### config.mk
export PLATFORM = sky130hd
export DESIGN_NAME = maxhpc_fifo_mc_flat
export DESIGN_NICKNAME = d
export VERILOG_FILES = /design/src/rtl/maxhpc_fifo_mc_pkg.sv /design/src/rtl/maxhpc_fifo_mc_if.sv /design/src/rtl/maxhpc_dpram.sv /design/src/rtl/maxhpc_fifo_mc_ctl.sv /design/src/rtl/maxhpc_fifo_mc.sv /design/src/flat_wrapper.sv
export SDC_FILE = /design/constraint.sdc
export NUM_CORES = 1
export LEC_CHECK = 0
export BUFFER_PORTS_ARGS = -buffer_cell sky130_fd_sc_hd__buf_2
export CAP_MARGIN = 10
export CORE_ASPECT_RATIO = 2
export CORE_MARGIN = 2
export CORE_UTILIZATION = 41
export CTS_CLUSTER_DIAMETER = 40
export CTS_CLUSTER_SIZE = 10
export DETAILED_ROUTE_END_ITERATION = 6
export HOLD_SLACK_MARGIN = 0.12
export SETUP_SLACK_MARGIN = 0.15
export SYNTH_ARGS = -nofsm -noshare
export SYNTH_HDL_FRONTEND = slang
export SYNTH_HIERARCHICAL = 1
export SYNTH_SLANG_ARGS = --single-unit
### constraint.sdc
create_clock -name clock -period 6.73 [get_ports clock]
set_input_delay 0.673 -clock clock [delete_from_list [all_inputs] [get_ports clock]]
set_output_delay 0.673 -clock clock [all_outputs]
set_load 0.02 [all_outputs]
### src/rtl/maxhpc_fifo_mc_pkg.sv
// ============================================================================
// Module   : maxhpc_fifo_mc_pkg
// Brief    : Shared sizing helpers for the multi-channel FIFO slice.
// Revision : 1.0
// ============================================================================
`default_nettype none

package maxhpc_fifo_mc_pkg;

    typedef enum logic {
        OREG_OFF = 1'b0,
        OREG_ON  = 1'b1
    } oreg_e;

    function automatic int ch_wd(input int channels);
        return (channels > 1) ? $clog2(channels) : 1;
    endfunction

    function automatic int cnt_wd(input int depth_wd);
        return depth_wd + 1;
    endfunction

    function automatic int usedw_lsb(input int ch, input int depth_wd);
        return ch * (depth_wd + 1);
    endfunction

    function automatic oreg_e oreg_mode(input string mode);
        return (mode == "ON") ? OREG_ON : OREG_OFF;
    endfunction

endpackage

`default_nettype wire

### src/rtl/maxhpc_fifo_mc_if.sv
// ============================================================================
// Module   : maxhpc_fifo_mc_if
// Brief    : Write/read-request/data/status bundle of maxhpc_fifo_mc.
//            Almost flags present only with MAXHPC_FIFO_MC_ALMOST_EN.
// Revision : 1.0
// ============================================================================
`default_nettype none

interface maxhpc_fifo_mc_if
    import maxhpc_fifo_mc_pkg::*;
#(
    parameter int CHANNELS = 4,
    parameter int DEPTH_WD = 4,
    parameter int DATA_WD  = 8,
    parameter int CH_WD    = ch_wd(CHANNELS)
) ();

    logic                              wr_valid;
    logic [CH_WD-1:0]                  wr_ch;
    logic [DATA_WD-1:0]                wr_data;
    logic                              wr_ready;
    logic                              rd_valid;
    logic [CH_WD-1:0]                  rd_ch;
    logic                              rd_ready;
    logic                              q_valid;
    logic [CH_WD-1:0]                  q_ch;
    logic [DATA_WD-1:0]                q;
    logic                              flush;
    logic [CH_WD-1:0]                  flush_ch;
    logic [CHANNELS-1:0]               empty;
    logic [CHANNELS-1:0]               full;
    logic [CHANNELS*(DEPTH_WD+1)-1:0]  usedw;
`ifdef MAXHPC_FIFO_MC_ALMOST_EN
    logic [CHANNELS-1:0]               almost_full;
    logic [CHANNELS-1:0]               almost_empty;
`endif

    modport master (
        output wr_valid, wr_ch, wr_data, rd_valid, rd_ch, flush, flush_ch,
        input  wr_ready, rd_ready, q_valid, q_ch, q, empty, full, usedw
`ifdef MAXHPC_FIFO_MC_ALMOST_EN
        , input almost_full, almost_empty
`endif
    );

    modport slave (
        input  wr_valid, wr_ch, wr_data, rd_valid, rd_ch, flush, flush_ch,
        output wr_ready, rd_ready, q_valid, q_ch, q, empty, full, usedw
`ifdef MAXHPC_FIFO_MC_ALMOST_EN
        , output almost_full, almost_empty
`endif
    );

endinterface

`default_nettype wire

### src/rtl/maxhpc_dpram.sv
// ============================================================================
// Module   : maxhpc_dpram
// Brief    : Simple dual-port RAM, port A write, port B registered read.
// Revision : 1.0
// ============================================================================
`default_nettype none

module maxhpc_dpram #(
    parameter int    ADDR_WD = 6,
    parameter int    DATA_WD = 8,
    parameter string USE_EAB = "ON"
) (
    input  wire logic               clock,
    input  wire logic               i_wren_a,
    input  wire logic [ADDR_WD-1:0] i_address_a,
    input  wire logic [DATA_WD-1:0] i_data_a,
    input  wire logic               i_rden_b,
    input  wire logic [ADDR_WD-1:0] i_address_b,
    output      logic [DATA_WD-1:0] o_q_b
);

    // Output only updates on a read so it holds the last word read.
    if (USE_EAB == "ON") begin : g_eab
        (* ramstyle = "M9K" *) logic [DATA_WD-1:0] r_mem [2**ADDR_WD];
        logic [DATA_WD-1:0] r_q_b;

        always_ff @(posedge clock) begin
            if (i_wren_a) begin
                r_mem[i_address_a] <= i_data_a;
            end
            if (i_rden_b) begin
                r_q_b <= r_mem[i_address_b];
            end
        end

        assign o_q_b = r_q_b;
    end else begin : g_lut
        (* ramstyle = "logic" *) logic [DATA_WD-1:0] r_mem [2**ADDR_WD];
        logic [DATA_WD-1:0] r_q_b;

        always_ff @(posedge clock) begin
            if (i_wren_a) begin
                r_mem[i_address_a] <= i_data_a;
            end
            if (i_rden_b) begin
                r_q_b <= r_mem[i_address_b];
            end
        end

        assign o_q_b = r_q_b;
    end

endmodule

`default_nettype wire

### src/rtl/maxhpc_fifo_mc_ctl.sv
// ============================================================================
// Module   : maxhpc_fifo_mc_ctl
// Brief    : Per-channel pointer/count/flag control for maxhpc_fifo_mc.
//            Almost flags built only with MAXHPC_FIFO_MC_ALMOST_EN.
// Revision : 1.0
// ============================================================================
`default_nettype none

module maxhpc_fifo_mc_ctl
    import maxhpc_fifo_mc_pkg::*;
#(
    parameter int DEPTH_WD = 4,
    parameter int AF_LEVEL = 12,
    parameter int AE_LEVEL = 2
) (
    input  wire logic                  clock,
    input  wire logic                  clear_n,
    input  wire logic                  i_wr,
    input  wire logic                  i_rd,
    input  wire logic                  i_flush,
    output      logic [DEPTH_WD-1:0]   o_wptr,
    output      logic [DEPTH_WD-1:0]   o_rptr,
    output      logic [DEPTH_WD:0]     o_count,
    output      logic                  o_empty,
    output      logic                  o_full
`ifdef MAXHPC_FIFO_MC_ALMOST_EN
    ,
    output      logic                  o_almost_full,
    output      logic                  o_almost_empty
`endif
);

    localparam int CW = cnt_wd(DEPTH_WD);

    logic [DEPTH_WD-1:0] r_wptr, r_rptr, w_wptr_nxt, w_rptr_nxt;
    logic [CW-1:0]       r_count, w_count_nxt;
    logic                r_empty, r_full;

    // Flush wins over a same-cycle write/read: the write pointer stays put
    // and the read pointer catches up to it.
    always_comb begin
        w_wptr_nxt  = r_wptr;
        w_rptr_nxt  = r_rptr;
        w_count_nxt = r_count;
        if (i_flush) begin
            w_rptr_nxt  = r_wptr;
            w_count_nxt = '0;
        end else begin
            if (i_wr) begin
                w_wptr_nxt = r_wptr + DEPTH_WD'(1);
            end
            if (i_rd) begin
                w_rptr_nxt = r_rptr + DEPTH_WD'(1);
            end
            case ({i_wr, i_rd})
                2'b10:   w_count_nxt = r_count + CW'(1);
                2'b01:   w_count_nxt = r_count - CW'(1);
                default: w_count_nxt = r_count;
            endcase
        end
    end

    always_ff @(posedge clock or negedge clear_n) begin
        if (!clear_n) begin
            r_wptr  <= '0;
            r_rptr  <= '0;
            r_count <= '0;
            r_empty <= 1'b1;
            r_full  <= 1'b0;
        end else begin
            r_wptr  <= w_wptr_nxt;
            r_rptr  <= w_rptr_nxt;
            r_count <= w_count_nxt;
            r_empty <= (w_count_nxt == '0);
            r_full  <= (w_count_nxt == CW'(1 << DEPTH_WD));
        end
    end

    assign o_wptr  = r_wptr;
    assign o_rptr  = r_rptr;
    assign o_count = r_count;
    assign o_empty = r_empty;
    assign o_full  = r_full;

`ifdef MAXHPC_FIFO_MC_ALMOST_EN
    logic r_almost_full, r_almost_empty;

    always_ff @(posedge clock or negedge clear_n) begin
        if (!clear_n) begin
            r_almost_full  <= 1'b0;
            r_almost_empty <= 1'b1;
        end else begin
            r_almost_full  <= (w_count_nxt >= CW'(AF_LEVEL));
            r_almost_empty <= (w_count_nxt <= CW'(AE_LEVEL));
        end
    end

    assign o_almost_full  = r_almost_full;
    assign o_almost_empty = r_almost_empty;
`endif

endmodule

`default_nettype wire

### src/rtl/maxhpc_fifo_mc.sv
// ============================================================================
// Module   : maxhpc_fifo_mc
// Brief    : CHANNELS logical FIFOs sharing one maxhpc_dpram, channel-tagged
//            read data. Optional almost flags: MAXHPC_FIFO_MC_ALMOST_EN.
// Revision : 1.0
// ============================================================================
`default_nettype none

module maxhpc_fifo_mc
    import maxhpc_fifo_mc_pkg::*;
#(
    parameter int    CHANNELS   = 4,
    parameter int    DEPTH_WD   = 4,
    parameter int    DATA_WD    = 8,
    parameter string OUTPUT_REG = "ON",
    parameter string USE_EAB    = "ON",
    parameter int    AF_LEVEL   = 12,
    parameter int    AE_LEVEL   = 2
) (
    input  wire logic         clock,
    input  wire logic         clear_n,
    maxhpc_fifo_mc_if.slave   bus
);

    localparam int    CH_WD     = ch_wd(CHANNELS);
    localparam int    CW        = cnt_wd(DEPTH_WD);
    localparam int    ADDR_WD   = CH_WD + DEPTH_WD;
    localparam oreg_e OREG_MODE = oreg_mode(OUTPUT_REG);

    logic [DEPTH_WD-1:0] w_wptr [CHANNELS];
    logic [DEPTH_WD-1:0] w_rptr [CHANNELS];
    logic [CW-1:0]       w_count [CHANNELS];
    logic [CHANNELS-1:0] w_empty, w_full, w_wr_en, w_rd_en, w_fl_en;
    logic [DEPTH_WD-1:0] w_wptr_sel, w_rptr_sel;
    logic                w_wr_ready, w_rd_ready, w_wr_acc, w_rd_acc;
    logic [DATA_WD-1:0]  w_ram_q;
    logic                r_vld1;
    logic [CH_WD-1:0]    r_ch1;

    // Channel decode by compare, so an out-of-range channel matches nothing
    // and reads back as not ready.
    always_comb begin
        w_wr_ready = 1'b0;
        w_rd_ready = 1'b0;
        w_wptr_sel = '0;
        w_rptr_sel = '0;
        for (int c = 0; c < CHANNELS; c++) begin
            if (bus.wr_ch == CH_WD'(c)) begin
                w_wr_ready = !w_full[c];
                w_wptr_sel = w_wptr[c];
            end
            if (bus.rd_ch == CH_WD'(c)) begin
                w_rd_ready = !w_empty[c];
                w_rptr_sel = w_rptr[c];
            end
        end
    end

    assign w_wr_acc = bus.wr_valid && w_wr_ready &&
                      !(bus.flush && (bus.flush_ch == bus.wr_ch));
    assign w_rd_acc = bus.rd_valid && w_rd_ready &&
                      !(bus.flush && (bus.flush_ch == bus.rd_ch));

    assign bus.wr_ready = w_wr_ready;
    assign bus.rd_ready = w_rd_ready;
    assign bus.empty    = w_empty;
    assign bus.full     = w_full;

    for (genvar c = 0; c < CHANNELS; c++) begin : g_ch
        assign w_wr_en[c] = w_wr_acc && (bus.wr_ch == CH_WD'(c));
        assign w_rd_en[c] = w_rd_acc && (bus.rd_ch == CH_WD'(c));
        assign w_fl_en[c] = bus.flush && (bus.flush_ch == CH_WD'(c));

        maxhpc_fifo_mc_ctl #(
            .DEPTH_WD (DEPTH_WD),
            .AF_LEVEL (AF_LEVEL),
            .AE_LEVEL (AE_LEVEL)
        ) u_ctl (
            .clock          (clock),
            .clear_n        (clear_n),
            .i_wr           (w_wr_en[c]),
            .i_rd           (w_rd_en[c]),
            .i_flush        (w_fl_en[c]),
            .o_wptr         (w_wptr[c]),
            .o_rptr         (w_rptr[c]),
            .o_count        (w_count[c]),
            .o_empty        (w_empty[c]),
            .o_full         (w_full[c])
`ifdef MAXHPC_FIFO_MC_ALMOST_EN
            ,
            .o_almost_full  (bus.almost_full[c]),
            .o_almost_empty (bus.almost_empty[c])
`endif
        );

        assign bus.usedw[usedw_lsb(c, DEPTH_WD) +: CW] = w_count[c];
    end

    maxhpc_dpram #(
        .ADDR_WD (ADDR_WD),
        .DATA_WD (DATA_WD),
        .USE_EAB (USE_EAB)
    ) u_ram (
        .clock       (clock),
        .i_wren_a    (w_wr_acc),
        .i_address_a ({bus.wr_ch, w_wptr_sel}),
        .i_data_a    (bus.wr_data),
        .i_rden_b    (w_rd_acc),
        .i_address_b ({bus.rd_ch, w_rptr_sel}),
        .o_q_b       (w_ram_q)
    );

    // Stage 1 of the q pipe lines up with the RAM output register.
    always_ff @(posedge clock or negedge clear_n) begin
        if (!clear_n) begin
            r_vld1 <= 1'b0;
            r_ch1  <= '0;
        end else begin
            r_vld1 <= w_rd_acc;
            r_ch1  <= bus.rd_ch;
        end
    end

    if (OREG_MODE == OREG_ON) begin : g_oreg
        logic               r_vld2;
        logic [CH_WD-1:0]   r_ch2;
        logic [DATA_WD-1:0] r_q;

        always_ff @(posedge clock or negedge clear_n) begin
            if (!clear_n) begin
                r_vld2 <= 1'b0;
                r_ch2  <= '0;
                r_q    <= '0;
            end else begin
                r_vld2 <= r_vld1;
                r_ch2  <= r_ch1;
                if (r_vld1) begin
                    r_q <= w_ram_q;
                end
            end
        end

        assign bus.q_valid = r_vld2;
        assign bus.q_ch    = r_ch2;
        assign bus.q       = r_q;
    end else begin : g_noreg
        assign bus.q_valid = r_vld1;
        assign bus.q_ch    = r_ch1;
        assign bus.q       = w_ram_q;
    end

endmodule

`default_nettype wire

### src/flat_wrapper.sv
// flat-port wrapper written by rule: the top's interface ports become plain ports
module maxhpc_fifo_mc_flat import maxhpc_fifo_mc_pkg::*;
#(
    parameter int    CHANNELS   = 4,
    parameter int    DEPTH_WD   = 4,
    parameter int    DATA_WD    = 8,
    parameter string OUTPUT_REG = "  ",
    parameter string USE_EAB    = "  ",
    parameter int    AF_LEVEL   = 12,
    parameter int    AE_LEVEL   = 2
)
  (clock, clear_n, bus_wr_valid, bus_wr_ch, bus_wr_data, bus_rd_valid, bus_rd_ch, bus_flush, bus_flush_ch, bus_wr_ready, bus_rd_ready, bus_q_valid, bus_q_ch, bus_q, bus_empty, bus_full, bus_usedw);
  maxhpc_fifo_mc_if #(.CHANNELS(CHANNELS), .DEPTH_WD(DEPTH_WD), .DATA_WD(DATA_WD)) bus_i ();
  input  wire logic clock;
  input  wire logic clear_n;
  input wire logic [$bits(bus_i.wr_valid)-1:0] bus_wr_valid;
  input wire logic [$bits(bus_i.wr_ch)-1:0] bus_wr_ch;
  input wire logic [$bits(bus_i.wr_data)-1:0] bus_wr_data;
  input wire logic [$bits(bus_i.rd_valid)-1:0] bus_rd_valid;
  input wire logic [$bits(bus_i.rd_ch)-1:0] bus_rd_ch;
  input wire logic [$bits(bus_i.flush)-1:0] bus_flush;
  input wire logic [$bits(bus_i.flush_ch)-1:0] bus_flush_ch;
  output wire logic [$bits(bus_i.wr_ready)-1:0] bus_wr_ready;
  output wire logic [$bits(bus_i.rd_ready)-1:0] bus_rd_ready;
  output wire logic [$bits(bus_i.q_valid)-1:0] bus_q_valid;
  output wire logic [$bits(bus_i.q_ch)-1:0] bus_q_ch;
  output wire logic [$bits(bus_i.q)-1:0] bus_q;
  output wire logic [$bits(bus_i.empty)-1:0] bus_empty;
  output wire logic [$bits(bus_i.full)-1:0] bus_full;
  output wire logic [$bits(bus_i.usedw)-1:0] bus_usedw;
  assign bus_i.wr_valid = bus_wr_valid;
  assign bus_i.wr_ch = bus_wr_ch;
  assign bus_i.wr_data = bus_wr_data;
  assign bus_i.rd_valid = bus_rd_valid;
  assign bus_i.rd_ch = bus_rd_ch;
  assign bus_i.flush = bus_flush;
  assign bus_i.flush_ch = bus_flush_ch;
  assign bus_wr_ready = bus_i.wr_ready;
  assign bus_rd_ready = bus_i.rd_ready;
  assign bus_q_valid = bus_i.q_valid;
  assign bus_q_ch = bus_i.q_ch;
  assign bus_q = bus_i.q;
  assign bus_empty = bus_i.empty;
  assign bus_full = bus_i.full;
  assign bus_usedw = bus_i.usedw;
  maxhpc_fifo_mc #(.CHANNELS(CHANNELS), .DEPTH_WD(DEPTH_WD), .DATA_WD(DATA_WD), .OUTPUT_REG(OUTPUT_REG), .USE_EAB(USE_EAB), .AF_LEVEL(AF_LEVEL), .AE_LEVEL(AE_LEVEL)) u_core (.clock(clock), .clear_n(clear_n), .bus(bus_i));
endmodule
Word level (Yosys, flattened, before mapping)
Memories as Yosys holds them, arrays and structs flattened. A register that Yosys moved wholly into a read port is not among the register bits.
Index checks and enable logic that the tools add are counted.
- latch bits: 0
- memories kept: 1
- register bits: 63
- memory bits (writable): 512
- ROM bits: 0
- bits of input ports: 19
- word-level logic and storage cells: 143
- output and inout bits: 41
- reduce and logical (&&, ||, !) cells: 43
- add/sub/neg operators: 16
- shift operators: 0
- multiply operators: 0
- div/mod/pow operators: 0
- $lt $le $gt $ge: 0
- muxes and demuxes: 34
- equal/unequal tests: 23
- bitwise gates (word level): 4
- memory list (memory ; words ; width ; read ports ; clocked after memory_dff ; wr ports ; line ; RTL):
    u_core.u_ram.g_lut.r_mem ; 64 ; 8 ; 1 ; 1 ; 1 ; maxhpc_dpram.sv:38 ; (* ramstyle = "logic" *) logic [DATA_WD-1:0] r_mem [2**ADDR_WD];
- operators with widths (kind ; number):
    4-bit 2-to-1 mux ; 16
    5-bit case mux with 2 select lines ; 4
    4-bit by 1-bit adder with 4-bit output, second input constant ; 8
    5-bit by 1-bit adder with 5-bit output, second input constant ; 4
    2-bit == test, second input constant ; 10
    5-bit == test, second input constant ; 4
    5-bit logical NOT ; 4
    5-bit 2-to-1 mux ; 4
    5-bit by 1-bit subtractor with 5-bit output, second input constant ; 4
    1-bit logical AND ; 18
    2-bit by 1-bit == test with 1-bit output, second input constant ; 7
    1-bit logical NOT ; 10
    1-bit 2-to-1 mux ; 10
    2-bit AND reduction ; 4
    2-bit nonzero test ; 4
    2-bit logical NOT ; 3
    2-bit == test ; 2
    1-bit inverter ; 4

Logic depth before layout (Yosys ltp)
Gate-level depths: netlist of run 1.
- depth in word-level cells: 12
- mapped depth: 12

Cells and area by module
The synthesis of run 1 kept the hierarchy.
- modules (own cells, without submodules) (module ; area each (sq um) ; instances ; cells an instance ; sequential area each (sq um)):
    maxhpc_dpram ; 20246.9 ; 1 ; 940 ; 15615.0
    maxhpc_fifo_mc_ctl (u_core.g_ch[0].u_ctl ...) ; 827.0 ; 3 ; 78 ; 376.6
    maxhpc_fifo_mc_ctl (u_core.g_ch[3].u_ctl) ; 903.4 ; 1 ; 84 ; 376.6
    maxhpc_fifo_mc ; 533.0 ; 1 ; 43 ; 75.1

Least setup slack after synthesis of run 1
OpenSTA, ideal clock, no wires.
- kind: input-to-reg
- start: input bus_rd_ch[1]
- end: register u_core.g_ch[3].u_ctl.r_empty
- data arrival time: 3.459 ns
- cell stages on the path: 10
- library setup time: 0.086 ns
- slack: 3.185 ns
- cell sequence: clkbuf_1 nor4b_1 ha_1 buf_2 xor2_1 ha_1 or3b_1 a32o_1 xor2_1 o31ai_2
- cells in the longest elaborated chain, start to end: 12
- elaborated cells on any way between the ends: 19
- classes of those cells: 6 x eq/ne; 6 x mux; 7 x reduce/logical
- RTL lines (what ; line ; RTL):
    from (decl) ; flat_wrapper.sv:20 ; input wire logic [$bits(bus_i.rd_ch)-1:0] bus_rd_ch;
    2-bit logical NOT ; maxhpc_fifo_mc.sv:52 ; if (bus.rd_ch == CH_WD'(c)) begin
    1-bit 2-to-1 mux (4 in a row) ; maxhpc_fifo_mc.sv:52 ;
    1-bit logical AND (2 in a row) ; maxhpc_fifo_mc.sv:61 ; assign w_rd_acc = bus.rd_valid && w_rd_ready &&
    1-bit logical AND (*) ; maxhpc_fifo_mc.sv:71 ; assign w_rd_en[c] = w_rd_acc && (bus.rd_ch == CH_WD'(c));
    named net u_core.w_rd_en[3] ; maxhpc_fifo_mc.sv:33 ; logic [CHANNELS-1:0] w_empty, w_full, w_wr_en, w_rd_en, w_fl_en;
    2-bit by 1-bit == test with 1-bit output or 2-bit == test (tied branches) ; maxhpc_fifo_mc_ctl.sv:55 ; case ({i_wr, i_rd})
    5-bit case mux with 2 select lines (*) ; maxhpc_fifo_mc_ctl.sv:55 ;
    5-bit 2-to-1 mux (*) ; maxhpc_fifo_mc_ctl.sv:45 ; if (i_flush) begin
    5-bit logical NOT (*) ; maxhpc_fifo_mc_ctl.sv:74 ; r_empty <= (w_count_nxt == '0);
    to (signal assigned) ; maxhpc_fifo_mc_ctl.sv:74 ;
    to (decl) ; maxhpc_fifo_mc_ctl.sv:37 ; logic r_empty, r_full;
The timed path passes the listed nets; every way through them passes the cells marked *.
A chain may end at the register's enable or synchronous reset.

Final worst setup path of run 1
- start: input bus_rd_ch[1]
- end: register u_core.u_ram.g_lut.r_q_b[1], in the netlist u_core/u_ram/o_q_b[1], read port of u_core.u_ram.g_lut.r_mem, data pin
- elaborated cells on any way between the ends: 17
- classes of those cells: 4 x eq/ne; 8 x mux; 5 x reduce/logical
- RTL lines (what ; line ; RTL):
    2-bit logical NOT ; maxhpc_fifo_mc.sv:52 ;
    4-bit 2-to-1 mux (3 in a row) ; maxhpc_fifo_mc.sv:52 ;
    4-bit 2-to-1 mux (*) ; maxhpc_fifo_mc.sv:52 ;
    named net u_core.w_rptr_sel[1] ; maxhpc_fifo_mc.sv:34 ; logic [DEPTH_WD-1:0] w_wptr_sel, w_rptr_sel;
    to (decl) ; maxhpc_dpram.sv:39 ; logic [DATA_WD-1:0] r_q_b;
Marks and branches as above.

==> flow_summary.toml, run 1 <==
[run_status]
status = "complete, no violations"

[critical_path]
required_ns = 7.03
rrSetupSlack_ns = 2.89
cp-start-kind = "primary input"
arrival_ns = 4.36
cp_max_fo = 39
path_buf_inv = 2
cp_slowest_stage_delay_ns = 0.86
critical-path-top-delay-family = "multiplexers"
setup.worst_path.end_class = "flop"
crit_slowest_cell = "mux4_4"
r2r_end = "u_core/u_ram/o_q_b[1]$_DFFE_PP_"
reg2reg_from = "u_core/g_ch[0].u_ctl/o_rptr[1]$_DFFE_PN0P_"
critPathKind = "in2reg"
r2r.worst_path.cells = 6
cp_cell_sequence = "buf_2 -> mux4_4 -> buf_4 -> mux4_2 -> mux2_2 -> a221oi_1 -> o2bb2ai_1"

[floorplan]
start_util_pct = 41.5
dieArea_um2 = 61000
die_w_um = 176
coreArea_um2 = 58200
io_pins = 60
die_y_um = 347
rows = 125

[pwr]
peakVddDrop_mv = 0.296
p_seq_share_pct = 41.6
pwr-share-comb_pct = 28.2
power_w = 0.0108
netSwitchingFraction_pct = 31.0
p_clk_share_pct = 30.2
power_switching_w = 0.00334
power.density_nw_per_um2 = 398
cellLeakagePower_nw = 8.83
internal-power_w = 0.00746

[clocking]
cts_setup_buffers = 0
cts-htree-levels = 3
cts_buffers = 70
clkTransAtPathRegs_ns = 0.05
ctsHoldBuffers = 0
cts_buffer_depth = 3
cts_resized = 0
cts.sinks = 583
cts_tree = "built"
clock_latency_ns = 0.59
cts-root-buf = "clkbuf_16"

[drt]
viasPerCell = 5.73
final_antenna_net_count = 0
wire_per_inst_um = 27.1
drt_iter0_markers = 948
totalWireLength_mm = 58.8
drtPass1Iterations = 5
num_vias = 12400
drcViolationCount = 0

[worst_hold_path]
hp-class = "in2async"

[grt]
antenna_found_initial = 0
grt_pass1_wl_mm = 87.4
grt.total_usage_pct = 19.8
grt_pass1_vias = 13300
grt_overflow = 0
grt_max_degree = 65

[logic_synthesis]
synth_simple_gate_area_share_pct = 5.29
synth_xor_area_share_pct = 1.85
synthMuxAreaShare_pct = 15.1
synth_top_area_cell = "edfxtp_1"
ys_warn_count = 6
netlist_instances = 1301
synth_top_cell_area_share_pct = 64.6
ys_top_cells_by_area = "edfxtp_1 65%, mux4_2 12%, dfrtp_1 6.1%"
synth_top_family_by_area = "multiplexers"
synth_ff_type = "edfxtp_1"
synth-seq-area-share_pct = 71.2
synth-adder-area-share_pct = 1.04
synth_fp_nets = 1340
syn_area_um2 = 24200
avgSynthCellArea_um2 = 18.6
ys_types = 71
synth-edff-count = 520
async_flop_share_pct = 10.8
synth_compound_gate_area_share_pct = 3.50
synth.ff_latch_count = 583

[timing]
fin_crit_sh_pct = 60.3
fin_ws_ns = 2.67
tns_ns = 0
rsz0062_at_grt = "false"
max_freq_mhz = 246
maxSlewViolCount = 0
period_needed_ns = 4.06
final-hold-violation-count = 0
whs_ns = 0.259
slew-limit-headroom_pct = 20.7
setup_violations = 0
worst_pin_slew_ns = 1.19
finalClockSkew_ns = 0.0295

[flow_run]
maxCapViolations = 0

[final_layout]
fill_cells = 4946
nets = 1426
drive_gt1_share_pct = 24.5
multi_input_area_um2 = 6490
regArea_um2 = 17200
syn2layout_area_growth_pct = 12.2
antenna_cells = 0

[placement]
portBuffers = 59
place_ws_ns = 1.99
gp_congestion = 0.792
dp_hpwl_mm = 39.1
placed cells by master, fill, tap and decap left out, types with 4 or more instances in the layout:
| cell | instances |
|---|---|
| edfxtp_1 | 520 |
| mux4_2 | 129 |
| nor2_1 | 111 |
| clkbuf_16 | 71 |
| buf_2 | 61 |
| dfrtp_1 | 59 |
| nand2_1 | 44 |
| mux2i_1 | 32 |
| xnor2_1 | 31 |
| mux2_2 | 22 |
| buf_4 | 21 |
| xor2_1 | 20 |
| ha_1 | 20 |
| o21ai_0 | 19 |
| inv_1 | 16 |
| nand3_1 | 16 |
| nor2b_1 | 15 |
| a21oi_1 | 13 |
| clkbuf_1 | 12 |
| nand2b_1 | 11 |
| nand4_1 | 10 |
| o221ai_1 | 8 |
| o22ai_1 | 8 |
| nor4b_1 | 7 |
| nor4_1 | 6 |
| nor3b_1 | 6 |
| a221oi_1 | 6 |
| a211oi_1 | 5 |
| nor3_1 | 5 |
| mux4_1 | 4 |
| a21o_1 | 4 |
| a31oi_1 | 4 |
| or3b_1 | 4 |
| o31ai_1 | 4 |
| dfstp_2 | 4 |
| nand3b_1 | 4 |
worst reg2reg max path: cells and delay by family (launching register included):
family          cells  cell delay, ns
buf+inv             1            0.59
mux                 3            1.66
flops               1            0.43
compound gates      2            0.88
worst max path at each step:
stage	cells past startpoint	to	startpoint	slack [ns]
2_1_floorplan	10	u_core/g_ch[3].u_ctl/o_empty$_DFF_PN1_	bus_rd_ch[1]	3.19
3_3_place_gp	6	u_core/u_ram/o_q_b[5]$_DFFE_PP_	bus_rd_ch[1]	1.68
3_5_place_dp	7	u_core/u_ram/o_q_b[1]$_DFFE_PP_	bus_rd_ch[1]	1.99
4_1_cts	7	u_core/u_ram/o_q_b[1]$_DFFE_PP_	bus_rd_ch[1]	2.61
5_1_grt	7	u_core/u_ram/o_q_b[1]$_DFFE_PP_	bus_rd_ch[1]	2.47
6_report	7	u_core/u_ram/o_q_b[1]$_DFFE_PP_	bus_rd_ch[1]	2.67
metal layers:
metal	track usage [%]	routed length [um]	vias to the layer above
li1	-	-	5358
met1	20.6	19600	6537
met2	38.0	33700	391
met3	2.79	2540	117
met4	9.95	2940	0
met5	0	0	-
area by class of cell:
| class | instances | share of cell area, % |
|---|---|---|
| multi-input combinational | 631 | 24.0 |
| timing repair buffer | 85 | 1.90 |
| inverter | 16 | 0.222 |
| sequential | 583 | 63.4 |
| tap | 762 | 3.52 |
| clock buffer | 83 | 6.72 |
| clock inverter | 6 | 0.258 |
logic make-up after synthesis:
group | after synthesis
AOI/OAI and AO/OA | 111
xor gates and xnor gates | 51
adders and majority gates | 20
buffers and inverters | 87
DFF | 583
muxes | 190
and+or+nand+nor | 259
power groups by stage:
stage / Combinational, W / Clock (W) / Sequential [W]
2_1_floorplan: 0.00214 / 0 / 0.00452
4_1_cts: 0.00310 / 0.00334 / 0.00450
3_5_place_dp: 0.00309 / 0 / 0.00457
5_1_grt: 0.00325 / 0.00347 / 0.00453
3_3_place_gp: 0.00304 / 0 / 0.00457
6_report: 0.00304 / 0.00326 / 0.00450
sequential cells by signal (all words and copies together) (netlist names):
register	flops
u_core/g_ch.u_ctl/o_empty	4
u_core/bus.q_ch	2
u_core/g_ch.u_ctl/o_rptr	16
u_core/g_ch.u_ctl/o_full	4
u_core/g_ch.u_ctl/o_wptr	16
u_core/bus.q_valid	1
u_core/u_ram/g_lut.r_mem	512
u_core/g_ch.u_ctl/o_count	20
u_core/u_ram/o_q_b	8
cell usage after synthesis, drive strengths merged (8+ instances only):
library cell	number
nand4	10
nand2	44
a21oi	14
xnor2	31
o221ai	8
o21ai	21
o22ai	8
xor2	20
nand2b	12
buf	42
nand3	16
inv	16
clkbuf	29
nor2b	15
nor2	114
mux2	22
mux2i	32
dfrtp	59
mux4	136
ha	20
edfxtp	520
through the flow:
| stage | std cells | util [%] | instance area (um2) |
|---|---|---|---|
| after global routing | 2166 | 46.6 | 27100 |
| after CTS | 2165 | 46.6 | 27100 |
| after global placement | 2074 | 43.3 | 25200 |
| after detailed placement | 2076 | 43.3 | 25200 |
| after floorplan | 1301 | - | 24200 |
| final | 2166 | 46.6 | 27100 |
(Power assumes the default switching activity.)
==> run 2: changes to the inputs <==
clock period = 4.2 ns   (was 6.73 ns; I/O delays follow)
==> flow_summary.toml, run 2 (synthesized netlist as in run 1, its figures left out) <==
[floorplan]
die_w_um = 176
io_pins = 60
coreArea_um2 = 58200
rows = 125
die_y_um = 347
dieArea_um2 = 61000
start_util_pct = 41.5

[grt]
grt.total_usage_pct = 19.9
grt_overflow = 0
antenna_found_initial = 0
grt_pass1_wl_mm = 88.3
grt_pass1_vias = 13500
grt_max_degree = 65

[drt]
drtPass1Iterations = 5
drcViolationCount = 0
drt_iter0_markers = 870
final_antenna_net_count = 0
totalWireLength_mm = 59.2
num_vias = 12600
viasPerCell = 5.60
wire_per_inst_um = 26.3

[placement]
placed_area_um2 = 25800
gp_congestion = 0.817
dp_hpwl_mm = 39.9
portBuffers = 59

[timing]
fin_crit_sh_pct = 88.5
rsz0062_at_grt = "false"
finalClockSkew_ns = 0.0260
max_freq_mhz = 269
final-hold-violation-count = 0
worst_pin_slew_ns = 0.888
slew-limit-headroom_pct = 40.4
period_needed_ns = 3.72
tns_ns = 0
setup_violations = 0
maxSlewViolCount = 0

[final_layout]
fill_cells = 4872
nets = 1502
drive_gt1_share_pct = 28.3
largest_register_ffs = 512
final_cell_area_um2 = 27800
final_cell_mix = "520 x edfxtp_1, 129 x mux4_2, 111 x nor2_1"
largest-register = "u_core/u_ram/g_lut.r_mem"
layout_commonest_cell = "edfxtp_1"
multi_input_area_um2 = 6480
regArea_um2 = 17200
antenna_cells = 0
syn2layout_area_growth_pct = 15.2

[clocking]
clock_latency_ns = 0.59
cts_buffers = 70
cts_tree = "built"
cts-htree-levels = 3
cts-root-buf = "clkbuf_16"
cts.sinks = 583
clkTransAtPathRegs_ns = 0.05
cts_buffer_depth = 3
cts_setup_buffers = 0
cts_resized = 0

[critical_path]
cp-start-kind = "primary input"
critPathKind = "in2reg"
setup.worst_path.end_class = "flop"
required_ns = 4.53
arrival_ns = 4.04
cp_max_fo = 20

[worst_hold_path]
hp-class = "in2reg"

[pwr]
power.density_nw_per_um2 = 632
cellLeakagePower_nw = 9.29
peakVddDrop_mv = 0.388

[run_status]
status = "complete, no violations"

[flow_run]
maxCapViolations = 0
-- run 2: area by class of cell --
class,count,area share (%)
Sequential cell,583,61.8
Multi-Input combinational cell,631,23.3
Clock buffer,87,6.90
Timing Repair Buffer,161,4.16
Tap cell,762,3.42
Clock inverter,8,0.247
Inverter,16,0.216
-- run 2: power breakdown --
part           switching, W  internal [W]  total, W  leakage (nW)
sequential         0.000449       0.00676   0.00720          5.48
clock               0.00218       0.00318   0.00536         0.961
combinational       0.00278       0.00225   0.00503          2.85
total               0.00540        0.0122    0.0176          9.29
-- run 2: final timing paths --
kind	start	endpoint	slack (ns)	depth (start not counted)
worst max-delay path	bus_rd_ch[0]	u_core/u_ram/o_q_b[5]$_DFFE_PP_	0.48	9
worst min-delay path	bus_rd_valid	u_core/bus.q_valid$_DFF_PN0_	0.16	3
worst min register to register	u_core/g_ch[3].u_ctl/o_wptr[3]$_DFFE_PN0P_	u_core/g_ch[3].u_ctl/o_wptr[3]$_DFFE_PN0P_	0.51	1
max in group asynchronous	clear_n	u_core/g_ch[0].u_ctl/o_empty$_DFF_PN1_	2.82	3
worst max register to register	u_core/g_ch[3].u_ctl/o_rptr[0]$_DFFE_PN0P_	u_core/u_ram/o_q_b[5]$_DFFE_PP_	0.82	7
min in group asynchronous	clear_n	u_core/g_ch[3].u_ctl/o_count[2]$_DFF_PN0_	0.40	2
-- run 2: layer usage --
layer	routed length, um	GRT usage [%]
met4	2360	8.62
met1	20300	20.8
met3	2240	2.64
met2	34300	38.9
met5	0	0
-- run 2: repair_timing --
item                                    4_1_cts  5_1_grt
endpoints found under the setup margin        0        0
hold buffers                                  4        0
hold endpoints to repair                     27        0
-- run 2: critical path: stages --
cell and delay, ns:
dlygate4sd3_1 0.60, buf_2 0.30, mux4_4 0.88, buf_12 0.26, mux4_2 0.44, nor2b_1 0.15
a2111oi_0 0.64, buf_4 0.25, o41ai_1 0.08
-- run 2: metrics by stage --
step / worst slack, ns / cells / hold WS, ns / utilization (%) / power, W
after CTS: 0.468 / 2248 / 0.122 / 47.9 / 0.0178
final: 0.482 / 2248 / 0.158 / 47.9 / 0.0176
after floorplan: 0.908 / 1301 / 0.124 / - / 0.0107
after global routing: 0.334 / 2248 / 0.150 / 47.9 / 0.0183
after detailed placement: 0.507 / 2149 / 0.485 / 44.4 / 0.0124
after global placement: 0.514 / 2148 / 0.459 / 44.4 / 0.0123
==> run 3: changes to the inputs <==
ABC_AREA = 1   (was default)
==> flow_summary.toml, run 3 <==
[pwr]
p_clk_share_pct = 30.4
peakVddDrop_mv = 0.661
netSwitchingFraction_pct = 35.9
cellLeakagePower_nw = 11.0
internal-power_w = 0.0114
p_seq_share_pct = 39.4
pwr-share-comb_pct = 30.1
power.density_nw_per_um2 = 616
power_switching_w = 0.00639

[critical_path]
arrival_ns = 3.48
crit_slowest_cell = "buf_2"
cp_common_cell = "nand2_1"
required_ns = 4.67
r2r.worst_path.cells = 12
r2r_end = "u_core/u_ram/o_q_b[2]$_DFFE_PP_"
endpoint = "u_core/u_ram/o_q_b[2]$_DFFE_PP_"
cp_slowest_stage_delay_ns = 0.51
critPathKind = "in2reg"
cp_cell_sequence = "buf_2 -> nand2_2 -> inv_1 -> nand2_1 -> nand4_1 -> buf_12 -> buf_12 -> nand2_1 -> nand3_1 -> nand3_1 -> nand2_1 -> nand2_1 -> nand3_1 -> nand3_1 -> nand2_1"
cp_max_fo = 113
rrSetupSlack_ns = 1.34
cp-start-kind = "primary input"
setup.worst_path.end_class = "flop"
crit_start = "bus_rd_ch[0]"
reg2reg_from = "u_core/g_ch[3].u_ctl/o_rptr[0]$_DFFE_PN0P_"

[timing]
fin_ws_ns = 1.19
finalClockSkew_ns = 0.0275
tns_ns = 0
period_needed_ns = 3.01
rsz0062_at_grt = "false"
fin_crit_sh_pct = 71.6
worst_pin_slew_ns = 1.09
slew-limit-headroom_pct = 27.4
max_freq_mhz = 332
maxSlewViolCount = 0
setup_violations = 0
final-hold-violation-count = 0

[logic_synthesis]
synth_top_cell_area_share_pct = 60.7
async_flop_share_pct = 10.8
synth-edff-count = 520
netlist_instances = 2349
synth-seq-area-share_pct = 66.8
ys_top_cells_by_area = "edfxtp_1 61%, nand2_1 12%, nand3_1 9.1%"
synth_top_area_cell = "edfxtp_1"
synth_common_cells = "793 x nand2_1, 520 x edfxtp_1, 468 x nand3_1"
avgSynthCellArea_um2 = 11.0
synth_ff_type = "edfxtp_1"
ys_types = 37
synth.most_common_cell = "nand2_1"
ys_warn_count = 6
synth_fp_nets = 2388
synth.ff_latch_count = 583
syn_area_um2 = 25700

[floorplan]
die_w_um = 181
io_pins = 60
dieArea_um2 = 64900
coreArea_um2 = 62000
start_util_pct = 41.5
die_y_um = 358
rows = 129

[placement]
place_ws_ns = 0.571
portBuffers = 59
gp_congestion = 0.870
dp_hpwl_mm = 45.6

[final_layout]
syn2layout_area_growth_pct = 12.4
drive_gt1_share_pct = 13.6
layout_commonest_cell = "nand2_1"
nets = 2491
antenna_cells = 0
fill_cells = 5700
largest-register = "u_core/u_ram/g_lut.r_mem"
final_cell_mix = "793 x nand2_1, 520 x edfxtp_1, 468 x nand3_1"
largest_register_ffs = 512

[grt]
grt.total_usage_pct = 22.1
grt_pass1_wl_mm = 107
antenna_found_initial = 0
grt_max_degree = 129
grt_pass1_vias = 18200
grt_overflow = 0

[clocking]
ctsHoldBuffers = 1
cts_setup_buffers = 0
cts-htree-levels = 3
cts_resized = 0
cts_buffer_depth = 3
cts-root-buf = "clkbuf_16"
cts_buffers = 70
cts.sinks = 583
cts_tree = "built"
clkTransAtPathRegs_ns = 0.05
clock_latency_ns = 0.61

[flow_run]
maxCapViolations = 0

[drt]
drcViolationCount = 0
viasPerCell = 5.43
final_antenna_net_count = 0
num_vias = 17700
wire_per_inst_um = 21.9
drt_iter0_markers = 1287
totalWireLength_mm = 71.3
drtPass1Iterations = 5

[run_status]
status = "complete, no violations"

[worst_hold_path]
hp-class = "in2reg"
-- run 3: cell type report --
| type | instances | area, um2 | share of cell area, % |
|---|---|---|---|
| clock buffer | 85 | 1870 | 6.47 |
| clock inverter | 10 | 100 | 0.346 |
| inverter | 79 | 322 | 1.11 |
| multi-input combinational | 1563 | 7310 | 25.3 |
| sequential | 583 | 17200 | 59.5 |
| tap | 786 | 983 | 3.40 |
| timing repair buffer | 155 | 1130 | 3.91 |
-- run 3: per-layer routing --
layer | wire, um | GRT usage (%) | up-vias
met5 | 0 | 0 | -
met4 | 4630 | 13.7 | 0
met3 | 3070 | 2.82 | 206
met2 | 39300 | 42.5 | 606
met1 | 24300 | 22.4 | 8637
li1 | - | - | 8249
-- run 3: power by group through the flow --
| stage | clock [W] | sequential [W] | combinational [W] |
|---|---|---|---|
| 3_5_place_dp | 0 | 0.00714 | 0.00535 |
| 5_1_grt | 0.00570 | 0.00706 | 0.00586 |
| 6_report | 0.00541 | 0.00702 | 0.00537 |
| 2_1_floorplan | 0 | 0.00713 | 0.00376 |
| 4_1_cts | 0.00551 | 0.00703 | 0.00536 |
| 3_3_place_gp | 0 | 0.00713 | 0.00529 |
-- run 3: kinds of logic (layout without fill, tap and decap cells) --
group           count (synthesis)  in the layout  synth area share (%)
buf+inv                       203            329                  4.72
mux                             4              4                 0.175
fa+ha+maj                      20             20                 0.973
flops                         583            583                  66.8
xor+xnor                       33             33                  1.33
compound gates                 46             46                  1.16
simple gates                 1460           1460                  24.8
-- run 3: critical path, delay by kind of cell --
kind          cells  cell delay, ns
buf+inv           4            1.44
simple gates     11            1.49
-- run 3: how the worst min path moves through the flow --
stage	from	end	depth (start not counted)
2_1_floorplan	clear_n	u_core/bus.q_ch[0]$_DFF_PN0_	0
3_5_place_dp	clear_n	u_core/g_ch[2].u_ctl/o_count[3]$_DFF_PN0_	1
6_report	bus_rd_ch[1]	u_core/bus.q_ch[1]$_DFF_PN0_	1
5_1_grt	bus_rd_ch[1]	u_core/bus.q_ch[1]$_DFF_PN0_	1
3_3_place_gp	clear_n	u_core/g_ch[2].u_ctl/o_count[3]$_DFF_PN0_	1
4_1_cts	bus_rd_ch[1]	u_core/bus.q_ch[1]$_DFF_PN0_	1
-- run 3: metrics by stage --
stage	hold slack [ns]	instance area (um2)	power [W]	instances	util, %
after floorplan	0.124	25700	0.0109	2349	-
after global placement	0.373	26900	0.0124	3165	43.5
after detailed placement	0.377	26900	0.0125	3165	43.5
after CTS	0.151	28900	0.0179	3261	46.7
after global routing	0.170	28900	0.0186	3261	46.7
final	0.177	28900	0.0178	3261	46.7
